## config.mk

```make
export PLATFORM = sky130hd
export DESIGN_NAME = sobel_frame_capture
export DESIGN_NICKNAME = d
export VERILOG_FILES = /design/src/rtl/sobel_frame_capture.sv
export SDC_FILE = /design/constraint.sdc
export NUM_CORES = 1
export LEC_CHECK = 0
export BUFFER_PORTS_ARGS = -buffer_cell sky130_fd_sc_hd__buf_2
export CORE_MARGIN = 10
export CORE_UTILIZATION = 50
export DETAILED_ROUTE_END_ITERATION = 10
export PLACE_DENSITY = 0.73
export SETUP_SLACK_MARGIN = 0.15
export SYNTH_ARGS = -nofsm -noshare
export SYNTH_HDL_FRONTEND = slang
export SYNTH_SLANG_ARGS = --single-unit
```

## constraint.sdc

```tcl
create_clock -name iCLK -period 3.23 [get_ports iCLK]
set_input_delay 0.646 -clock iCLK [delete_from_list [all_inputs] [get_ports iCLK]]
set_output_delay 0.646 -clock iCLK [all_outputs]
set_load 0.005 [all_outputs]
```

## src/rtl/sobel_frame_capture.sv

```systemverilog
// sobel_frame_capture
//   Captures one frame of 1-bit Sobel pixels and packs them into DATA_W-bit
//   words for a frame memory. Capture is armed by iCapture_en and starts on
//   the next vertical-sync assert edge. The frame ends on the DE falling edge
//   of line ROW-1, or is aborted early by another VS assert edge.
//
// Ports
//   iCLK         clock, rising edge
//   rst          synchronous reset, active high
//   iCapture_en  arms a capture (sampled in IDLE only)
//   iVGA_V_SYNC  vertical sync; asserted level set by VS_ACT
//   iVGA_DE      data enable; high = active pixel on iSobel_data
//   iSobel_data  1-bit pixel
//   oWr_en       one-cycle write strobe
//   oWr_addr     word address (sequential accepted-pixel count / DATA_W)
//   oWr_data     packed pixels, bit 0 = earliest pixel
//   oFrame_done  one-cycle pulse at frame end or abort
//   oFrame_err   error flag of the last finished frame, held until next start
//   oBusy        high while ARMED or CAPTURE
module sobel_frame_capture #(
   parameter int COL    = 30,
   parameter int ROW    = 30,
   parameter int DATA_W = 8,
   parameter int AW     = 7,
   parameter bit VS_ACT = 1'b0
) (
   input  logic              iCLK,
   input  logic              rst,
   input  logic              iCapture_en,
   input  logic              iVGA_V_SYNC,
   input  logic              iVGA_DE,
   input  logic              iSobel_data,
   output logic              oWr_en,
   output logic [AW-1:0]     oWr_addr,
   output logic [DATA_W-1:0] oWr_data,
   output logic              oFrame_done,
   output logic              oFrame_err,
   output logic              oBusy
);

   localparam int TOTAL = COL * ROW;
   localparam int PW    = $clog2(TOTAL + 1);
   localparam int XW    = $clog2(COL + 1);
   localparam int YW    = (ROW > 1) ? $clog2(ROW) : 1;
   localparam int BW    = (DATA_W > 1) ? $clog2(DATA_W) : 1;

   localparam logic [XW-1:0] COL_X   = XW'(COL);
   localparam logic [YW-1:0] LAST_Y  = YW'(ROW - 1);
   localparam logic [PW-1:0] TOTAL_P = PW'(TOTAL);
   localparam logic [PW-1:0] DW_P    = PW'(DATA_W);
   localparam logic [BW-1:0] LAST_B  = BW'(DATA_W - 1);

   typedef enum logic [1:0] {IDLE, ARMED, CAPTURE} state_t;

   state_t            state, state_n;
   logic [XW-1:0]     x_cnt, x_n;
   logic [YW-1:0]     y_cnt, y_n;
   logic [PW-1:0]     pix_cnt, pix_n;
   logic [DATA_W-1:0] acc, acc_n;
   logic              err, err_n;
   logic              vs_q, de_q;

   logic              wr_en_n, done_n, ferr_n, busy_n;
   logic [AW-1:0]     addr_n;
   logic [DATA_W-1:0] data_n;

   logic              vs_now, vs_edge, de_fall;
   logic [BW-1:0]     bidx;
   logic [AW-1:0]     word_idx;

   // vs_q holds "VS was asserted" so reset leaves it deasserted regardless
   // of the active polarity.
   assign vs_now   = (iVGA_V_SYNC == VS_ACT);
   assign vs_edge  = vs_now & ~vs_q;
   assign de_fall  = de_q & ~iVGA_DE;
   assign bidx     = BW'(pix_cnt % DW_P);
   assign word_idx = AW'(pix_cnt / DW_P);

   always_ff @(posedge iCLK) begin
      if (rst) begin
         state       <= IDLE;
         x_cnt       <= '0;
         y_cnt       <= '0;
         pix_cnt     <= '0;
         acc         <= '0;
         err         <= 1'b0;
         vs_q        <= 1'b0;
         de_q        <= 1'b0;
         oWr_en      <= 1'b0;
         oWr_addr    <= '0;
         oWr_data    <= '0;
         oFrame_done <= 1'b0;
         oFrame_err  <= 1'b0;
         oBusy       <= 1'b0;
      end else begin
         state       <= state_n;
         x_cnt       <= x_n;
         y_cnt       <= y_n;
         pix_cnt     <= pix_n;
         acc         <= acc_n;
         err         <= err_n;
         vs_q        <= vs_now;
         de_q        <= iVGA_DE;
         oWr_en      <= wr_en_n;
         oWr_addr    <= addr_n;
         oWr_data    <= data_n;
         oFrame_done <= done_n;
         oFrame_err  <= ferr_n;
         oBusy       <= busy_n;
      end
   end

   always_comb begin
      state_n = state;
      x_n     = x_cnt;
      y_n     = y_cnt;
      pix_n   = pix_cnt;
      acc_n   = acc;
      err_n   = err;
      wr_en_n = 1'b0;
      addr_n  = oWr_addr;
      data_n  = oWr_data;
      done_n  = 1'b0;
      ferr_n  = oFrame_err;

      case (state)
         IDLE: begin
            if (iCapture_en) state_n = ARMED;
         end

         ARMED: begin
            if (vs_edge) begin
               state_n = CAPTURE;
               x_n     = '0;
               y_n     = '0;
               pix_n   = '0;
               acc_n   = '0;
               err_n   = 1'b0;
               ferr_n  = 1'b0;
            end
         end

         CAPTURE: begin
            if (vs_edge) begin
               // Early VS: abort, flush whatever is pending, flag the frame.
               if (bidx != '0) begin
                  wr_en_n = 1'b1;
                  addr_n  = word_idx;
                  data_n  = acc;
               end
               acc_n   = '0;
               done_n  = 1'b1;
               ferr_n  = 1'b1;
               state_n = IDLE;
            end else if (iVGA_DE) begin
               if (x_cnt < COL_X) begin
                  x_n = x_cnt + 1'b1;
                  if (pix_cnt < TOTAL_P) begin
                     acc_n[bidx] = iSobel_data;
                     pix_n       = pix_cnt + 1'b1;
                     if (bidx == LAST_B) begin
                        wr_en_n = 1'b1;
                        addr_n  = word_idx;
                        data_n  = acc_n;
                        acc_n   = '0;
                     end
                  end else begin
                     err_n = 1'b1;
                  end
               end else begin
                  err_n = 1'b1;
               end
            end else if (de_fall) begin
               // End of line: short or long lines only flag the error, the
               // address stream stays dense.
               if (x_cnt != COL_X) err_n = 1'b1;
               x_n = '0;
               if (y_cnt == LAST_Y) begin
                  if (bidx != '0) begin
                     wr_en_n = 1'b1;
                     addr_n  = word_idx;
                     data_n  = acc;
                  end
                  acc_n   = '0;
                  done_n  = 1'b1;
                  ferr_n  = err_n;
                  state_n = IDLE;
               end else begin
                  y_n = y_cnt + 1'b1;
               end
            end
         end

         default: state_n = IDLE;
      endcase

      busy_n = (state_n != IDLE);
   end

endmodule

```

==> qor.csv, run 1 <==
stage,metric,value,unit
run_status,status,"complete, no violations",
drt,routed vias,2416,
sta,fin crit period,2.51,ns
critical_path,largest fanout on the critical path,24,
critical_path,Critical Path Start Type,register,
worst_hold_path,Worst Min Path Start,oWr_addr[5],
logic_synthesis,synthesized cell area,2750,sq um
clock_tree,Post-CTS Setup Repair Bufs,0,
global_routing,GRT Total Usage,14.0,%
placed_design,HPWL Detailed,4370,microns
drt,Routed WL,6100,microns
drt,vias per cell,5.73,
drt,wire per inst,14.4,microns
layout,Fillers,492,
power_and_ir_drop,Max IR drop VDD,204,uV
sta,clk_skew,0.00653,ns
power_and_ir_drop,Leakage,1.13,nW
sta,"Slew Viols, Final",0,
sta,"Hold Vio Cnt, Final",0,
critical_path,CP required,3.47,ns
placed_design,Setup WS pre-CTS,0.764,ns
logic_synthesis,prevailing post-synth register cell,dfxtp_1,
sta,final cycle utilization of the critical path,77.6,%
critical_path,critical path class,reg2reg,
logic_synthesis,Syn Area/Cell,8.17,sq um
placed_design,GPL Wtd Cong,0.857,
clock_tree,clk_lat worst skew,0.30,ns
logic_synthesis,Mapped Cells,336,
logic_synthesis,Synthesis Warnings,0,
sta,relative slew slack,53.0,%
floorplanning,# IOs,25,
drt,first-iteration detailed-routing DRC count,145,
drt,DRT antenna net count,0,
drt,first-pass iteration count of the detailed router,4,
global_routing,first-pass GRT wire length,10400,microns
critical_path,critical path arrival,2.74,ns
placed_design,IO Port Bufs,24,
layout,# diodes,0,
floorplanning,die height,94.1,microns
global_routing,GR Overflow Total,0,
clock_tree,CTS H-Tree Depth,2,
layout,final net count,364,
worst_hold_path,worst hold path class,reg2reg,
logic_synthesis,sequential share of the synthesized area,37.9,%
floorplanning,Die W,94.1,microns
logic_synthesis,synthesized flop and latch total,52,
clock_tree,CTS Hold Buffers Added,0,
run,Max Cap Violations,0,
clock_tree,Root Buffer,clkbuf_8,
critical_path,critical path startpoint,pix_cnt[2],
logic_synthesis,"EDFF count, synth",0,
clock_tree,CTS tree,done,
sta,final hold slack,0.479,ns
sta,Total Neg Setup Slack,0,ns
sta,Max Clock Freq,399,MHz
sta,PnR worst setup slack,0.723,ns
clock_tree,post_cts resized,0,
floorplanning,Rows,26,
sta,setup-violating endpoint count in the final report,0,
floorplanning,Starting Density,52.7,%
critical_path,RR Startpoint,pix_cnt[2],
power_and_ir_drop,pwr dens,389,nW/um^2
sta,slew at the pin with the worst max-slew slack,0.705,ns
global_routing,vias in the first global route,2194,
power_and_ir_drop,total chip power,1.15,mW
clock_tree,Sink Count,52,
drt,DRC,0,
critical_path,critical path endpoint category,register,
sta,RSZ-0062 raised after global routing,no,
logic_synthesis,post-synthesis cell type count,52,
layout,area grow syn2layout,7.93,%
global_routing,largest net degree at the start of global routing,40,
floorplanning,core footprint,5200,sq um
floorplanning,Die ar.,8850,sq um
clock_tree,TritonCTS buffer count,5,
logic_synthesis,Mapped Nets,349,
layout,share of layout cells above drive strength 1,15.6,%
logic_synthesis,Post-synth ARST share,0,%
global_routing,initial antenna violation count,0,
clock_tree,Max Root-Sink Buffers,2,
clock_tree,"Clk pin slew, worst setup/hold paths",0.09,ns
## layout make-up
class                   count  area (sq um)  area share, %
multi-input cells         258          1570           52.9
flip-flops and latches     52          1040           35.1
repair buffers             28           150           5.07
well taps                  70          87.6           2.96
clock buffers               7          86.3           2.91
inverters                   6          22.5          0.760
clock inverters             1          7.51          0.253
## state kept, by name, indices dropped and copies added (netlist names), 2 cells and up
signal    flops
x_cnt         5
state         2
acc           8
oWr_addr      7
oWr_data      8
pix_cnt      10
y_cnt         5
## power by group
| part | switching, mW | internal, mW | total [mW] |
|---|---|---|---|
| sequential | 0.00872 | 0.649 | 0.658 |
| clock | 0.210 | 0.174 | 0.384 |
| combinational | 0.0716 | 0.0380 | 0.110 |
| total | 0.290 | 0.861 | 1.15 |
## routing by layer
metal  track usage (%)  share of wire, %  vias to the layer above
li1                  -                 -                     1230
met1              18.8                50                     1135
met2              21.8                45                       44
met3              2.80               4.5                        7
met4              4.56               1.1                        0
met5                 0                 0                        -
## synthesized netlist by cell type (6+ instances only)
| cell | instances | area share (%) |
|---|---|---|
| a21oi_1 | 39 | 7.1 |
| inv_1 | 6 | 0.82 |
| nor3_1 | 8 | 1.5 |
| mux2i_1 | 8 | 2.9 |
| clkbuf_1 | 11 | 1.5 |
| dfxtp_1 | 52 | 38 |
| nand4_1 | 6 | 1.4 |
| nor2_1 | 44 | 6.0 |
| mux2_2 | 8 | 3.3 |
| nand2_1 | 20 | 2.7 |
| nor2b_1 | 12 | 2.7 |
| nand3_1 | 13 | 2.4 |
| ha_1 | 7 | 3.2 |
| o21ai_0 | 25 | 4.6 |
## worst paths after layout
path / end / slack [ns] / cells after the start
setup reg to reg: oWr_data[6] / 0.72 / 5
setup / recovery: oWr_data[6] / 0.72 / 5
hold reg to reg: oWr_addr[5] / 0.48 / 2
hold / removal: oWr_addr[5] / 0.48 / 2
## worst max-delay path, cell delays in order, from the launching register on
cell     delay, ns
dfxtp_1       0.54
or4_4         0.51
o211a_1       0.23
or3_4         0.45
or4_1         0.55
a21oi_1       0.15
## through the flow
| step | util, % | instances | instance area (sq um) |
|---|---|---|---|
| after floorplan | - | 336 | 2750 |
| after global placement | 55.1 | 414 | 2870 |
| after detailed placement | 55.1 | 414 | 2870 |
| after CTS | 56.9 | 422 | 2960 |
| after global routing | 56.9 | 422 | 2960 |
| final | 56.9 | 422 | 2960 |
## cells by family after synthesis
kind of cell | count (synthesis) | synth area share [%]
AND/OR/NAND/NOR | 137 | 25.6
AO/OA/AOI/OAI | 91 | 19.9
flip-flops | 52 | 37.9
buffers and inverters | 26 | 4.97
multiplexers | 16 | 6.20
XOR/XNOR | 7 | 2.23
adder cells (fa/ha/maj) | 7 | 3.19
## placed cells by master (no fill, tap or decap), types with 3 or more instances in the layout
master / Yosys / routed
a2111oi_0: 3 / 3
nor2_1: 44 / 44
nand2_1: 20 / 20
xor2_1: 5 / 5
nand2b_1: 5 / 5
nand4_1: 6 / 6
nor2b_1: 12 / 12
buf_4: 1 / 4
nor3_1: 8 / 8
mux2i_1: 8 / 8
mux2_2: 8 / 8
nand3b_1: 4 / 4
and3_1: 4 / 4
buf_2: 1 / 24
dfxtp_1: 52 / 52
a211oi_1: 4 / 4
clkbuf_8: 0 / 6
or4_1: 3 / 3
or3_1: 5 / 5
inv_1: 6 / 6
a21oi_1: 39 / 39
or2_2: 3 / 3
nand3_1: 13 / 13
o22ai_1: 3 / 3
o21ai_0: 25 / 25
ha_1: 7 / 7
No activity file was read; power rests on OpenSTA's default activity.
==> inputs of run 2 (changes only) <==
Settings changed: ABC_AREA set to 1, PLACE_DENSITY 0.73 to 0.75.
Clock period 3.23 ns to 2.24 ns, I/O delays scaled along.
==> run 2 against run 1 <==
  * Combinational power increased to 2.8 times the previous value
  * Critical path depth increased by 4
  * Setup slack worse by 0.29 ns
  * Sequential cell count did not move
  * First-iteration DRC count is 54% higher
  * Sequential power up 50%
  * Global-route usage increased by 1.5 points
  * Total power up 70%
  * Clock power up 71%
  * Register-to-register slack got worse by 0.29 ns
  * Clock skew about the same
  * Final cell count increased by 42%
  * Critical path type unchanged
==> qor.csv, run 2 <==
stage,metric,value,unit,change
logic_synthesis,synthesized flop and latch total,52,,unchanged
logic_synthesis,most common cell in the netlist,nand2_1,,
critical_path,Critical Path Start Type,register,,
placed_design,HPWL Detailed,5730,microns,+31%
sta,final cycle utilization of the critical path,80.6,%,+2.9 points
placed_design,IO Port Bufs,24,,unchanged
drt,vias per cell,5.27,,-8.0%
worst_hold_path,worst hold path class,in2reg,,
logic_synthesis,Mapped Cells,504,,+50%
logic_synthesis,Synthesis Warnings,0,,unchanged
sta,"Slew Viols, Final",0,,unchanged
layout,"commonest non-fill, non-tap cell in the layout",nand2_1,,
logic_synthesis,cell taking the most area after synthesis,dfxtp_1,,
sta,Max Clock Freq,554,MHz,+39%
logic_synthesis,synthesized cell area,3290,sq um,+20%
logic_synthesis,"EDFF count, synth",0,,unchanged
placed_design,DP Area,3420,sq um,+19%
global_routing,largest net degree at the start of global routing,24,,-40%
floorplanning,core footprint,6390,sq um,+23%
sta,clk_skew,0.00701,ns,+0.000481 ns
sta,"Hold Vio Cnt, Final",0,,unchanged
layout,Largest regs,"pix_cnt x10, acc x8, oWr_data x8",,
global_routing,first-pass GRT wire length,13200,microns,+27%
floorplanning,Die W,101,microns,+7.4%
clock_tree,Max Root-Sink Buffers,2,,unchanged
layout,max FFs per register,10,,unchanged
drt,wire per inst,13.0,microns,-10%
sta,setup-violating endpoint count in the final report,0,,unchanged
layout,# diodes,0,,unchanged
floorplanning,Rows,29,,+12%
power_and_ir_drop,pwr dens,554,nW/um^2,+43%
drt,Routed WL,7790,microns,+28%
clock_tree,"Clk pin slew, worst setup/hold paths",0.10,ns,about the same
clock_tree,Post-CTS Setup Repair Bufs,0,,unchanged
layout,Biggest register,pix_cnt,,
clock_tree,Root Buffer,clkbuf_8,,
floorplanning,Die ar.,10200,sq um,+15%
run,Max Cap Violations,0,,unchanged
sta,RSZ-0062 raised after global routing,no,,
drt,first-iteration detailed-routing DRC count,224,,+54%
sta,fin crit period,1.80,ns,-0.702 ns
layout,most frequent cells in the layout,"168 x nand2_1, 50 x dfxtp_1, 46 x nor2_1",,
logic_synthesis,Area contributors post-synth,"dfxtp_1 32%, nand2_1 19%, nand3_1 6.9%, a21oi_1 6.2%, nor2_1 5.3%",,
floorplanning,# IOs,25,,unchanged
logic_synthesis,Syn Area/Cell,6.52,sq um,-20%
drt,DRC,0,,unchanged
logic_synthesis,Yosys top cell area share,31.7,%,-6.3 points
global_routing,GRT Total Usage,15.5,%,+1.5 points
drt,first-pass iteration count of the detailed router,4,,unchanged
clock_tree,CTS H-Tree Depth,2,,unchanged
clock_tree,Sink Count,52,,unchanged
clock_tree,clk_lat worst skew,0.31,ns,about the same
power_and_ir_drop,Leakage,1.51,nW,+33%
clock_tree,CTS tree,done,,
global_routing,GR Overflow Total,0,,unchanged
run_status,status,"complete, no violations",,
global_routing,vias in the first global route,2801,,+28%
layout,share of layout cells above drive strength 1,18.7,%,+3.1 points
critical_path,largest fanout on the critical path,13,,-46%
layout,Fillers,628,,+28%
sta,slew at the pin with the worst max-slew slack,0.460,ns,-0.245 ns
logic_synthesis,sequential share of the synthesized area,31.7,%,-6.3 points
critical_path,CP required,2.46,ns,-1.01 ns
layout,area grow syn2layout,7.35,%,
clock_tree,TritonCTS buffer count,5,,unchanged
sta,relative slew slack,69.1,%,+16 points
floorplanning,die height,101,microns,+7.4%
floorplanning,Starting Density,51.5,%,-1.3 points
placed_design,GPL Wtd Cong,0.945,,+10%
drt,routed vias,3159,,+31%
layout,"Design Area, Final",3530,sq um,+19%
critical_path,critical path endpoint category,register,,
logic_synthesis,Post-synth ARST share,0,%,unchanged
logic_synthesis,post-synthesis cell type count,35,,-33%
critical_path,critical path arrival,2.03,ns,-0.71 ns
logic_synthesis,Mapped Nets,517,,+48%
global_routing,initial antenna violation count,0,,unchanged
logic_synthesis,Post-synth top cells,"168 x nand2_1, 52 x dfxtp_1, 46 x nor2_1, 45 x nand3_1, 41 x a21oi_1",,
critical_path,critical path class,reg2reg,,
logic_synthesis,prevailing post-synth register cell,dfxtp_1,,
sta,Total Neg Setup Slack,0,ns,unchanged
layout,final net count,535,,+47%
power_and_ir_drop,Max IR drop VDD,309,uV,+51%
drt,DRT antenna net count,0,,unchanged
-- run 2: changes by cell type in the layout (fill, tap and decap cells not counted), moves of 6 or more --
cell / change
nor2b_1: -12
nor2_2: +6
nand2_1: +148
nand2_2: +11
a21oi_2: +6
nand3_1: +32
mux2_2: -8
mux2i_1: -8
inv_2: +8
nand2_4: +7
inv_1: +21
-- run 2: critical path, stage by stage, from the launching register on --
cell,delay [ns]
dfxtp_2,0.40
inv_1,0.14
ha_2,0.28
nand2_4,0.18
nand2_1,0.14
or2_2,0.29
o21ai_0,0.09
nand3_1,0.09
nand2_1,0.06
nor2_1,0.04
-- run 2: through the flow --
| stage | utilization (%) | hold slack, ns | worst slack [ns] | power [mW] | std cells |
|---|---|---|---|---|---|
| 6_report | 55.3 | 0.324 | 0.435 | 1.95 | 600 |
| 3_5_place_dp | 53.5 | 0.459 | 0.239 | 1.31 | 592 |
| 2_1_floorplan | - | 0.445 | 0.545 | 1.26 | 504 |
| 5_1_grt | 55.3 | 0.321 | 0.236 | 2.05 | 600 |
| 3_3_place_gp | 53.5 | 0.458 | 0.294 | 1.31 | 592 |
| 4_1_cts | 55.2 | 0.318 | 0.220 | 1.96 | 600 |
-- run 2: layout make-up --
| class | count | area (sq um) | area share, % |
|---|---|---|---|
| timing repair buffer | 29 | 158 | 4.47 |
| clock buffer | 6 | 72.6 | 2.06 |
| clock inverter | 2 | 35.0 | 0.993 |
| sequential | 52 | 1040 | 29.6 |
| inverter | 38 | 150 | 4.26 |
| tap | 77 | 96.3 | 2.73 |
| multi-input combinational | 396 | 1970 | 55.9 |
-- run 2: cells by family after synthesis --
| kind of cell | Yosys count | synth area share, % |
|---|---|---|
| xor gates and xnor gates | 3 | 0.800 |
| adders and majority gates | 7 | 2.66 |
| buffers and inverters | 56 | 8.37 |
| and+or+nand+nor | 306 | 42.3 |
| DFF | 52 | 31.7 |
| AOI/OAI and AO/OA | 80 | 14.2 |
-- run 2: final timing paths --
| path | from | slack, ns | depth (start not counted) | end |
|---|---|---|---|---|
| max | pix_cnt[1] | 0.44 | 9 | oWr_data[4] |
| min | iVGA_V_SYNC | 0.32 | 2 | vs_q |
| max reg2reg | pix_cnt[1] | 0.44 | 9 | oWr_data[4] |
| min reg2reg | oFrame_err | 0.48 | 2 | oFrame_err |
-- run 2: power breakdown --
group | leakage (nW) | total (mW) | internal, mW | switching (mW)
clock | 0.0552 | 0.658 | 0.332 | 0.325
combinational | 1.03 | 0.307 | 0.0982 | 0.209
sequential | 0.423 | 0.989 | 0.957 | 0.0323
total | 1.51 | 1.95 | 1.39 | 0.567
-- run 2: routing by layer --
layer  track usage [%]  part of all wire [%]  vias to the layer above
met1              20.5                    47                     1404
met4              5.25                   2.0                        0
met5                 0                     0                        -
met3              2.95                   5.6                       13
li1                  -                     -                     1671
met2              24.5                    45                       71
-- run 2: repair_timing --
action / 4_1_cts / 5_1_grt
hold buffers: 0 / 0
resized for setup: 0 / 3
endpoints found under the setup margin: 0 / 5
endpoints found under the hold margin: 0 / 0
